File: config.mk
export PLATFORM = sky130hd
export DESIGN_NAME = mesm6_busctl
export DESIGN_NICKNAME = d
export VERILOG_FILES = /design/src/rtl/mesm6_busctl.sv
export SDC_FILE = /design/constraint.sdc
export NUM_CORES = 1
export LEC_CHECK = 0
export ABC_AREA = 1
export CAP_MARGIN = 40
export CORE_AREA = 2 2 215 217
export DETAILED_ROUTE_END_ITERATION = 8
export DIE_AREA = 0 0 217 219
export PLACE_DENSITY = 0.44
export SYNTH_ARGS = -nofsm -noshare
export SYNTH_HDL_FRONTEND = slang
export SYNTH_SLANG_ARGS = --single-unit
File: constraint.sdc
create_clock -name clk -period 2.15 [get_ports clk]
set_clock_uncertainty 0.2 [all_clocks]
set_input_delay 0.215 -clock clk [delete_from_list [all_inputs] [get_ports clk]]
set_output_delay 0.215 -clock clk [all_outputs]
set_load 0.1 [all_outputs]
File: src/rtl/mesm6_busctl.sv
// MESM-6 data-port bus controller: RAM window plus NDEV I/O slots,
// handshake transactions with a timeout watchdog, and IRQ registering.
module mesm6_busctl #(
    parameter int NDEV    = 4,
    parameter int TIMEOUT = 255
) (
    input  logic              clk,
    input  logic              reset_n,
    input  logic [14:0]       cpu_addr,
    input  logic              cpu_read,
    input  logic              cpu_write,
    input  logic [47:0]       cpu_wdata,
    output logic [47:0]       cpu_rdata,
    output logic              cpu_done,
    output logic              cpu_err,
    output logic [14:0]       mem_addr,
    output logic              mem_read,
    output logic              mem_write,
    output logic [47:0]       mem_wdata,
    input  logic [47:0]       mem_rdata,
    input  logic              mem_done,
    output logic [14:0]       dev_addr,
    output logic [47:0]       dev_wdata,
    output logic [NDEV-1:0]   dev_read,
    output logic [NDEV-1:0]   dev_write,
    input  logic [NDEV*48-1:0] dev_rdata,
    input  logic [NDEV-1:0]   dev_done,
    input  logic [NDEV-1:0]   dev_int,
    output logic [47:0]       pic_irq
);

    typedef enum logic [1:0] {
        IDLE,
        ACCESS,
        DONE
    } state_t;

    localparam logic [11:0] TO12 = 12'(TIMEOUT);

    state_t            state;
    state_t            state_n;
    logic [14:0]       addr_q;
    logic [47:0]       wdata_q;
    logic              rd_q;
    logic              tgt_mem;
    logic [NDEV-1:0]   tgt_dev;
    logic [11:0]       cnt;
    logic              err_q;

    logic [NDEV-1:0]   slot_hit;
    logic              io_page;
    logic              hole;
    logic              tgt_done;
    logic [47:0]       tgt_rdata;
    logic              accept_ok;
    logic              accept_err;
    logic              fin_ok;
    logic              fin_to;

    // Slots sit downward from the very top of the I/O page.
    always_comb begin
        slot_hit = '0;
        for (int k = 0; k < NDEV; k++) begin
            slot_hit[k] = (cpu_addr[14:3] == 12'(12'o7777 - k));
        end
    end

    assign io_page = (cpu_addr[14:9] == 6'o77);
    assign hole    = io_page && (slot_hit == '0);

    always_comb begin
        tgt_done  = tgt_mem ? mem_done : 1'b0;
        tgt_rdata = tgt_mem ? mem_rdata : 48'd0;
        for (int k = 0; k < NDEV; k++) begin
            if (tgt_dev[k]) begin
                tgt_done  = dev_done[k];
                tgt_rdata = dev_rdata[48*k +: 48];
            end
        end
    end

    always_ff @(posedge clk or negedge reset_n) begin
        if (!reset_n) begin
            state <= IDLE;
        end else begin
            state <= state_n;
        end
    end

    always_comb begin
        state_n    = state;
        accept_ok  = 1'b0;
        accept_err = 1'b0;
        fin_ok     = 1'b0;
        fin_to     = 1'b0;
        unique case (state)
            IDLE: begin
                if (cpu_read && cpu_write) begin
                    accept_err = 1'b1;
                    state_n    = DONE;
                end else if (cpu_read || cpu_write) begin
                    if (hole) begin
                        accept_err = 1'b1;
                        state_n    = DONE;
                    end else begin
                        accept_ok = 1'b1;
                        state_n   = ACCESS;
                    end
                end
            end
            ACCESS: begin
                // A done arriving on the timeout cycle still wins.
                if (tgt_done) begin
                    fin_ok  = 1'b1;
                    state_n = DONE;
                end else if (cnt + 12'd1 == TO12) begin
                    fin_to  = 1'b1;
                    state_n = DONE;
                end
            end
            DONE: begin
                state_n = IDLE;
            end
            default: begin
                state_n = IDLE;
            end
        endcase
    end

    always_ff @(posedge clk or negedge reset_n) begin
        if (!reset_n) begin
            addr_q    <= '0;
            wdata_q   <= '0;
            rd_q      <= 1'b0;
            tgt_mem   <= 1'b0;
            tgt_dev   <= '0;
            cnt       <= '0;
            err_q     <= 1'b0;
            cpu_rdata <= '0;
            mem_read  <= 1'b0;
            mem_write <= 1'b0;
            dev_read  <= '0;
            dev_write <= '0;
            pic_irq   <= '0;
        end else begin
            pic_irq <= 48'(dev_int);
            if (accept_ok) begin
                addr_q    <= cpu_addr;
                wdata_q   <= cpu_wdata;
                rd_q      <= cpu_read;
                tgt_mem   <= !io_page;
                tgt_dev   <= io_page ? slot_hit : '0;
                cnt       <= '0;
                mem_read  <= !io_page && cpu_read;
                mem_write <= !io_page && cpu_write;
                dev_read  <= (io_page && cpu_read) ? slot_hit : '0;
                dev_write <= (io_page && cpu_write) ? slot_hit : '0;
            end
            if (accept_err) begin
                err_q     <= 1'b1;
                cpu_rdata <= '0;
            end
            if (state == ACCESS) begin
                cnt <= cnt + 12'd1;
            end
            if (fin_ok) begin
                mem_read  <= 1'b0;
                mem_write <= 1'b0;
                dev_read  <= '0;
                dev_write <= '0;
                err_q     <= 1'b0;
                cpu_rdata <= rd_q ? tgt_rdata : 48'd0;
            end
            if (fin_to) begin
                mem_read  <= 1'b0;
                mem_write <= 1'b0;
                dev_read  <= '0;
                dev_write <= '0;
                err_q     <= 1'b1;
                cpu_rdata <= '0;
            end
        end
    end

    assign cpu_done  = (state == DONE);
    assign cpu_err   = err_q && (state == DONE);
    assign mem_addr  = addr_q;
    assign dev_addr  = addr_q;
    assign mem_wdata = wdata_q;
    assign dev_wdata = wdata_q;

endmodule
==> results of run 1 <==
==> timing repair <==
item,CTS,global route
gates resized for setup,2,19
hold buffers,5,0
gates cloned,0,0
pin swaps,0,1
setup endpoints to repair,53,59
buffers inserted,0,1
endpoints found under the hold margin,150,0
==> through the flow <==
stage               setup slack (ns)  utilization [%]
floorplan                     0.0667                -
global placement              -0.231             30.8
detailed placement            -0.265             30.8
CTS                         0.000496             32.2
global route                 -0.0631             32.4
finish                        0.0762             32.4
==> per-layer routing <==
metal / routed length [um] / up-vias
met5: 54 / -
met4: 657 / 8
li1: - / 4701
met3: 3510 / 40
met2: 21300 / 403
met1: 18600 / 4630
==> cell usage in the layout (no fill, tap or decap), types with 31 or more instances in the layout <==
cell                                n
sky130_fd_sc_hd__a21oi_1           99
sky130_fd_sc_hd__buf_4            230
sky130_fd_sc_hd__clkdlybuf4s50_1  314
sky130_fd_sc_hd__conb_1            44
sky130_fd_sc_hd__dfrtp_1          140
sky130_fd_sc_hd__inv_1             34
sky130_fd_sc_hd__nand2_1          421
sky130_fd_sc_hd__nand3_1           56
sky130_fd_sc_hd__nor2_1            31
sky130_fd_sc_hd__o2111ai_1         48
sky130_fd_sc_hd__o21ai_0           91
==> cell families after synthesis <==
family	after synthesis	share of synthesized area, %
simple gates	549	25.9
compound gates	261	17.3
buf+inv	229	15.2
flops	146	41.2
fa+ha+maj	2	0.282
xor+xnor	1	0.0988
other cells	1	0.0423
==> worst paths after layout <==
path | from | end | slack, ns
hold / removal | reset_n | dev_addr[10] | 0.07
setup reg to reg | cnt[0] | cpu_rdata[31] | 0.08
hold reg to reg | cpu_rdata[10] | cpu_rdata[10] | 0.30
min in group clk | cpu_wdata[43] | dev_wdata[43] | 0.10
setup / recovery | cnt[0] | cpu_rdata[31] | 0.08
max in group asynchronous | reset_n | dev_wdata[3] | 1.03
==> registers in the layout, summed over array words and instances (netlist names) <==
signal / cells
cpu_rdata: 48
dev_wdata: 48
dev_addr: 15
cnt: 12
dev_read: 4
dev_write: 4
pic_irq: 4
tgt_dev: 4
state: 2
err_q: 1
mem_read: 1
mem_write: 1
rd_q: 1
tgt_mem: 1
==> critical path, cell delays in order (launching register included) <==
cell and delay [ns]:
sky130_fd_sc_hd__dfrtp_1 0.41, sky130_fd_sc_hd__buf_4 0.16, sky130_fd_sc_hd__inv_4 0.06, sky130_fd_sc_hd__ha_1 0.13, sky130_fd_sc_hd__inv_1 0.04, sky130_fd_sc_hd__nor2_1 0.10, sky130_fd_sc_hd__nand2_1 0.07, sky130_fd_sc_hd__nor2_2 0.11
sky130_fd_sc_hd__nand2_1 0.08, sky130_fd_sc_hd__nor2_2 0.12, sky130_fd_sc_hd__nand3_4 0.09, sky130_fd_sc_hd__buf_12 0.18, sky130_fd_sc_hd__nand3_1 0.10, sky130_fd_sc_hd__nand2_1 0.05
==> cell type report <==
type	instances	area, um2	share of cell area, %
Tap cell	600	751	5.13
Antenna cell	7	17.5	0.120
Clock inverter	14	164	1.12
Sequential cell	146	3660	25.0
Timing Repair Buffer	572	5350	36.6
Clock buffer	18	429	2.94
Multi-Input combinational cell	857	4090	28.0
Inverter	42	163	1.11
==> impl_summary.txt, run 1 <==
----------------------------------------------------
[Layout]
  Number of filler instances in the final layout ... 4,889
  Number of nets in the finished design ... 1,954
  Layout overhead on the synthesized area ... 64.9%
  Final non-filler cell area ... 14,600 um2
  Share of layout cells above drive strength 1 ... 20.2%
  Non-filler instance count after layout ... 2,256

[Synthesis]
  Top cells by instance count after synthesis ... sky130_fd_sc_hd__nand2_1 (423), sky130_fd_sc_hd__dfrtp_1 (146), sky130_fd_sc_hd__buf_4 (111)
  Per-instance average area after synthesis ... 7.46 um2
  Synthesized cell area ... 8860 um2
  Count of flip-flops with a built-in enable after synthesis ... 0
  Total of flip-flops plus latches after synthesis ... 146
  Cell types with the largest area share after synthesis ... sky130_fd_sc_hd__dfrtp_1 (41%), sky130_fd_sc_hd__nand2_1 (18%), sky130_fd_sc_hd__buf_4 (9.4%), sky130_fd_sc_hd__a21oi_1 (5.6%), sky130_fd_sc_hd__o21ai_0 (5.2%)
  Count leader, synth ... sky130_fd_sc_hd__nand2_1
  Post-synth ARST share ... 100%
  Area share of the largest cell type after synthesis ... 41.2%
  Sequential share of the synthesized area ... 41.2%
  Most used DFF post-synth ... sky130_fd_sc_hd__dfrtp_1
  Cell count after synthesis ... 1,189
  Warnings, synthesis ... 0
  Yosys top cell by area ... sky130_fd_sc_hd__dfrtp_1
  Library cells used by synthesis ... 36

[Worst setup path]
  Max FO, Critical Path ... 39
  Depth of the most critical reg-to-reg path ... 13
  Critical path required time ... 2.27 ns
  Critical Path End Type ... flip-flop
  Startpoint kind of the worst setup timing path ... flip-flop
  Crit Path Class ... reg -> reg
  Arrival @ worst endpoint ... 2.19 ns

[Global routing]
  Largest net degree at the start of global routing ... 62
  Total congestion overflow after global routing ... 0
  Vias in the first global route ... 9,676
  GR met2 Demand/Resource ... 30.2%
  Routing usage on met1 ... 22.3%
  Busiest layer in global routing ... met2
  Antenna violations before repair ... 12
  Met3 track demand over resource in global routing ... 5.46%
  Wire length of the first global-routing pass ... 63.4 mm
  Overall track demand over capacity in global routing ... 17.9%

[Route]
  Detailed router's first-iteration violation count ... 527
  Number of detailed-route iterations in the first pass ... 5
  Average wire length per cell after detail routing ... 19.6 um
  DRC violations left ... 0
  Vias per cell ... 4.34
  Total via count in the routed design ... 9,782
  Post-Route WL ... 44.2 mm
  Antenna viol nets, final ... 0

[Floorplan]
  Die width ... 217 um
  Overall die height ... 219 um
  Num ports ... 550
  Die ar. ... 47,500 um2
  Number of rows in the core area ... 78
  Area of the core ... 45,100 um2
  Effective utilization at floorplan ... 19.7%

[Status]
  Run status ... complete, no violations

[Clock network]
  Clock tree from TritonCTS ... built
  Clock Latency Late Sink ... 0.44 ns
  Depth of the CTS H-tree ... 4
  Clock transition at the registers of the reported paths ... 0.07 ns
  Clock Root Buffer ... sky130_fd_sc_hd__clkbuf_16
  Number of sinks on the clock net ... 146
  Maximum count of clock buffers along a single path ... 2
  Total CTS buffers ... 17

[Place]
  Total half-perimeter wirelength after legalization and detailed placement ... 33.7 mm
  RD Place Congestion ... 0.842
  Instance area after placement ... 13,900 um2
  Placed cells ... 2,211
  Buffers added on ports ... 505

[Flow run]
  Reported max-cap violation count ... 0

[Timing]
  Setup repair after global routing missed its margin ... true
  Fmax achieved ... 482 MHz
  Hold violation count in the final report ... 0
  Final cycle utilization of the critical path ... 96.5%
  Final Setup Violations ... 0
  Number of pins exceeding their max-slew limit in the final report ... 0
  Worst hold slack across all endpoints ... 0.0698 ns
  Time the final worst path needs with I/O delays and setup ... 2.07 ns
  Final setup TNS ... 0 ns

[Worst hold path]
  Type of the worst min-delay path ... in -> async

----------------------------------------------------
Power of run 1 is left out: the tool's default activity adds up to more than one toggle a clock period on the data nets, which glitch-free logic cannot reach.
==> inputs of run 2 (changes only) <==
Clock period 2.15 ns to 2.2 ns, I/O delays scaled along.
==> run 2 against run 1 <==
  * Cell count is 0.31% lower
  * Largest cell class unchanged
  * First-iteration DRC count is 0.38% lower
  * Global-route usage is 0.21 points lower
  * Register-to-register slack better by 0.03 ns
==> impl_summary.txt, run 2 (synthesis results as in run 1) <==
----------------------------------------------------
[Layout]
  Commonest non-fill, non-tap cells in the layout ... sky130_fd_sc_hd__nand2_1 (422), sky130_fd_sc_hd__clkdlybuf4s50_1 (314), sky130_fd_sc_hd__buf_4 (228)
  Share of layout cells above drive strength 1 ... 19.8%
  Layout overhead on the synthesized area ... 64.2%
  Number of nets in the finished design ... 1,947
  Leading cell type in the layout, fill and taps excluded ... sky130_fd_sc_hd__nand2_1

[Clock network]
  Maximum count of clock buffers along a single path ... 2
  Clock Latency Late Sink ... 0.44 ns
  Clock tree from TritonCTS ... built
  Depth of the CTS H-tree ... 4
  Number of sinks on the clock net ... 146
  Clock Root Buffer ... sky130_fd_sc_hd__clkbuf_16
  Post-CTS setup buffer count ... 0
  Total CTS buffers ... 17
  Clock transition at the registers of the reported paths ... 0.07 ns

[Global routing]
  GR met2 Demand/Resource ... 29.3%
  Overall track demand over capacity in global routing ... 17.7%
  Wire length of the first global-routing pass ... 62.6 mm
  Routing usage on met1 ... 21.9%
  Busiest layer in global routing ... met2
  Met3 track demand over resource in global routing ... 5.79%
  Antenna violations before repair ... 16
  Largest net degree at the start of global routing ... 67
  Total congestion overflow after global routing ... 0
  Vias in the first global route ... 9,638

[Worst setup path]
  Crit Path Class ... reg -> reg
  CP dominant cell by count ... sky130_fd_sc_hd__nand2_1
  Max FO, Critical Path ... 39
  Startpoint kind of the worst setup timing path ... flip-flop
  Arrival @ worst endpoint ... 2.21 ns
  Series of cell instances along the critical path ... buf_4, inv_2, ha_1, inv_1, nor2_1, nand2_1, nor2_2, nand2_1, nor2_2, nand3_4, buf_12, nand3_1, nand2_1
  Critical path required time ... 2.31 ns
  Critical Path End Type ... flip-flop
  Slowest-stage cell, CP ... sky130_fd_sc_hd__dfrtp_1
  Largest stage delay, worst path ... 0.41 ns

[Floorplan]
  Die ar. ... 47,500 um2
  Die width ... 217 um
  Overall die height ... 219 um
  Effective utilization at floorplan ... 19.7%
  Num ports ... 550
  Area of the core ... 45,100 um2
  Number of rows in the core area ... 78

[Status]
  Run status ... complete, no violations

[Route]
  DRC violations left ... 0
  Detailed router's first-iteration violation count ... 525
  Antenna viol nets, final ... 0
  Average wire length per cell after detail routing ... 19.6 um
  Total via count in the routed design ... 9,707
  Post-Route WL ... 44.0 mm
  Vias per cell ... 4.32
  Number of detailed-route iterations in the first pass ... 5

[Place]
  Buffers added on ports ... 505
  RD Place Congestion ... 0.851
  Total half-perimeter wirelength after legalization and detailed placement ... 33.4 mm

[Timing]
  Number of pins exceeding their max-slew limit in the final report ... 0
  Setup repair after global routing missed its margin ... true
  Slew at the pin closest to its max-slew limit ... 0.611 ns
  Hold violation count in the final report ... 0
  Final setup TNS ... 0 ns
  Time the final worst path needs with I/O delays and setup ... 2.10 ns
  Final cycle utilization of the critical path ... 95.3%
  Final Setup Violations ... 0
  Fmax achieved ... 477 MHz
  Worst slew margin ... 59.2%
  Worst hold slack across all endpoints ... 0.0354 ns

[Flow run]
  Reported max-cap violation count ... 0

[Worst hold path]
  Type of the worst min-delay path ... in -> async

----------------------------------------------------
## run 2: metrics by stage
step	util (%)	cell area [um2]	std cells	setup slack, ns
CTS	32.2	14500	2242	0.00831
detailed placement	30.7	13800	2207	-0.214
finish	32.3	14600	2249	0.103
global placement	30.7	13800	2207	-0.214
floorplan	-	9030	1232	0.112
global route	32.3	14500	2247	-0.0190
## run 2: metal layers
| layer | wire, um | part of all wire (%) | vias to the layer above |
|---|---|---|---|
| met3 | 3710 | 8.4 | 58 |
| met4 | 913 | 2.1 | 12 |
| met2 | 20800 | 47 | 422 |
| met1 | 18500 | 42 | 4531 |
| li1 | - | - | 4684 |
| met5 | 77 | 0.18 | - |
## run 2: layout make-up
class | count | area, um2
fillers | 4856 | 30500
repair buffers | 565 | 5270
multi-input cells | 857 | 4080
flip-flops and latches | 146 | 3660
well taps | 600 | 751
clock buffers | 18 | 439
clock inverters | 14 | 183
inverters | 42 | 160
diodes | 7 | 17.5
## run 2: path summary, 6_finish.rpt
path / slack [ns] / cells after the start / end / startpoint
worst max-delay path: 0.10 / 13 / cpu_rdata[42] / cnt[0]
max in group asynchronous: 1.03 / 3 / cpu_rdata[36] / reset_n
min in group clk: 0.04 / 1 / pic_irq[3] / dev_int[3]
worst min register to register: 0.29 / 2 / tgt_mem / tgt_mem
worst min-delay path: 0.04 / 2 / dev_addr[10] / reset_n
worst max register to register: 0.10 / 13 / cpu_rdata[42] / cnt[0]
## run 2: timing repair
action | CTS | global route
resized for setup | 2 | 9
hold buffers | 3 | 0
setup endpoints to repair | 7 | 59
endpoints found under the hold margin | 148 | 0
pin swaps | 0 | 1
## run 2: worst max-delay path: cells and delay by family (launching register included)
| family | cells | cell delay, ns |
|---|---|---|
| buf+inv | 4 | 0.47 |
| flops | 1 | 0.41 |
| fa+ha+maj | 1 | 0.15 |
| simple gates | 8 | 0.72 |
Power of run 2 is left out for the same reason.
==> inputs of run 3 (changes only) <==
Settings changed: ABC_CLOCK_PERIOD_IN_PS from default to 2100.
Clock period 2.2 ns to 2.1 ns, I/O delays scaled along.
==> run 3 against run 2 <==
  * Hold slack gained 0.0016 ns
  * Cell count grew 0.98%
  * First-iteration DRC count grew 7.4%
  * Critical path type unchanged
  * Non-clock buffer count grew 21
  * Via count grew 0.64%
  * Die area is the same
  * Register-to-register slack lost 0.11 ns
  * Critical endpoint is now cpu_rdata[31]
  * Flip-flop and latch count is the same
  * The run now ends with setup timing left
  * Sequential share of layout area shrank 0.51 points
  * Largest cell class unchanged
==> impl_summary.txt, run 3 (synthesis results as in run 1) <==
----------------------------------------------------
[Status]
  Run status ... finished, violations left
  Failing checks ... setup timing

[Floorplan]
  Overall die height ... 219 um
  Area of the core ... 45,100 um2
  Num ports ... 550
  Die width ... 217 um
  Die ar. ... 47,500 um2
  Number of rows in the core area ... 78
  Effective utilization at floorplan ... 19.7%

[Route]
  Total via count in the routed design ... 9,769
  Average wire length per cell after detail routing ... 19.6 um
  Number of detailed-route iterations in the first pass ... 5
  Antenna viol nets, final ... 0
  Post-Route WL ... 44.6 mm
  DRC violations left ... 0
  Vias per cell ... 4.30
  Detailed router's first-iteration violation count ... 564

[Timing]
  Fmax achieved ... 474 MHz
  Setup repair after global routing missed its margin ... true
  Final cycle utilization of the critical path ... 100%
  Final Setup Violations ... 2
  Worst hold slack across all endpoints ... 0.0370 ns
  Number of pins exceeding their max-slew limit in the final report ... 0
  Fin worst setup slack ... -0.00861 ns
  Final setup TNS ... -0.0119 ns
  Time the final worst path needs with I/O delays and setup ... 2.11 ns
  Hold violation count in the final report ... 0

[Global routing]
  Antenna violations before repair ... 15
  Vias in the first global route ... 9,864
  Wire length of the first global-routing pass ... 64.3 mm
  Overall track demand over capacity in global routing ... 18.1%
  GR met2 Demand/Resource ... 30.3%
  Busiest layer in global routing ... met2
  Routing usage on met1 ... 22.1%
  Met3 track demand over resource in global routing ... 5.70%
  Largest net degree at the start of global routing ... 62
  Total congestion overflow after global routing ... 0

[Layout]
  Non-filler instance count after layout ... 2,271
  Share of layout cells above drive strength 1 ... 21.6%
  Commonest non-fill, non-tap cells in the layout ... sky130_fd_sc_hd__nand2_1 (417), sky130_fd_sc_hd__clkdlybuf4s50_1 (314), sky130_fd_sc_hd__buf_4 (238)
  Number of nets in the finished design ... 1,968
  Finished Core Util ... 33.0%
  Number of filler instances in the final layout ... 4,838
  Layout overhead on the synthesized area ... 67.7%
  Leading cell type in the layout, fill and taps excluded ... sky130_fd_sc_hd__nand2_1

[Worst setup path]
  Crit Path Class ... reg -> reg
  Arrival @ worst endpoint ... 2.23 ns
  Critical Path End Type ... flip-flop
  Critical path required time ... 2.22 ns
  Max FO, Critical Path ... 32
  Startpoint kind of the worst setup timing path ... flip-flop

[Clock network]
  Depth of the CTS H-tree ... 4
  Clock transition at the registers of the reported paths ... 0.07 ns
  Total CTS buffers ... 17
  Maximum count of clock buffers along a single path ... 2
  Clock Latency Late Sink ... 0.44 ns
  Clock tree from TritonCTS ... built
  Clock Root Buffer ... sky130_fd_sc_hd__clkbuf_16
  Number of sinks on the clock net ... 146

[Place]
  Buffers added on ports ... 505
  RD Place Congestion ... 0.850
  Placed cells ... 2,219
  Total half-perimeter wirelength after legalization and detailed placement ... 33.7 mm

[Worst hold path]
  Type of the worst min-delay path ... in -> async

[Flow run]
  Reported max-cap violation count ... 0

----------------------------------------------------
run 3: through the flow:
stage / area [um2] / setup WS [ns]
after detailed placement: 14000 / -0.303
final: 14900 / -0.00861
after global placement: 14000 / -0.275
after global routing: 14900 / -0.146
after floorplan: 9030 / 0.0217
after CTS: 14700 / -0.0394
run 3: final cells by class:
| class | count | area, um2 | area share, % |
|---|---|---|---|
| timing repair buffer | 586 | 5530 | 37.2 |
| multi-input combinational | 857 | 4140 | 27.8 |
| sequential | 146 | 3660 | 24.6 |
| tap | 600 | 751 | 5.05 |
| clock buffer | 18 | 439 | 2.95 |
| inverter | 42 | 170 | 1.14 |
| clock inverter | 14 | 160 | 1.08 |
| antenna | 8 | 20.0 | 0.135 |
run 3: repair_timing:
action	in CTS	in global routing
resized for setup	12	27
hold buffers	4	0
buffers inserted	2	5
cloned	0	1
setup endpoints to repair	60	61
endpoints found under the hold margin	149	0
pin swaps	4	2
run 3: critical path, stage by stage (launching register included):
cell,delay (ns)
sky130_fd_sc_hd__dfrtp_1,0.42
sky130_fd_sc_hd__ha_4,0.19
sky130_fd_sc_hd__buf_4,0.13
sky130_fd_sc_hd__nand3_2,0.06
sky130_fd_sc_hd__nand2_1,0.05
sky130_fd_sc_hd__nand2_1,0.07
sky130_fd_sc_hd__nand2_1,0.06
sky130_fd_sc_hd__nor2_2,0.12
sky130_fd_sc_hd__nand2_1,0.08
sky130_fd_sc_hd__nor2_2,0.12
sky130_fd_sc_hd__nand3_4,0.12
sky130_fd_sc_hd__buf_12,0.20
sky130_fd_sc_hd__nand3_1,0.08
sky130_fd_sc_hd__nand2_1,0.05
run 3: per-layer routing:
layer,routed length (um),share of wire (%)
met5,60,0.13
met2,21500,48
met4,904,2.0
met1,18400,41
met3,3730,8.4
run 3: path summary, 6_finish.rpt:
check                              start       endpoint  depth (start not counted)  slack, ns
max                               cnt[1]  cpu_rdata[31]                         13     -0.009
min                              reset_n   dev_addr[10]                          2       0.04
max reg2reg                       cnt[1]  cpu_rdata[31]                         13     -0.009
min reg2reg                cpu_rdata[22]  cpu_rdata[22]                          2       0.30
max in group asynchronous        reset_n  dev_wdata[45]                          3       0.97
min in group clk              dev_int[0]     pic_irq[0]                          1       0.04
Power of run 3 is left out for the same reason.
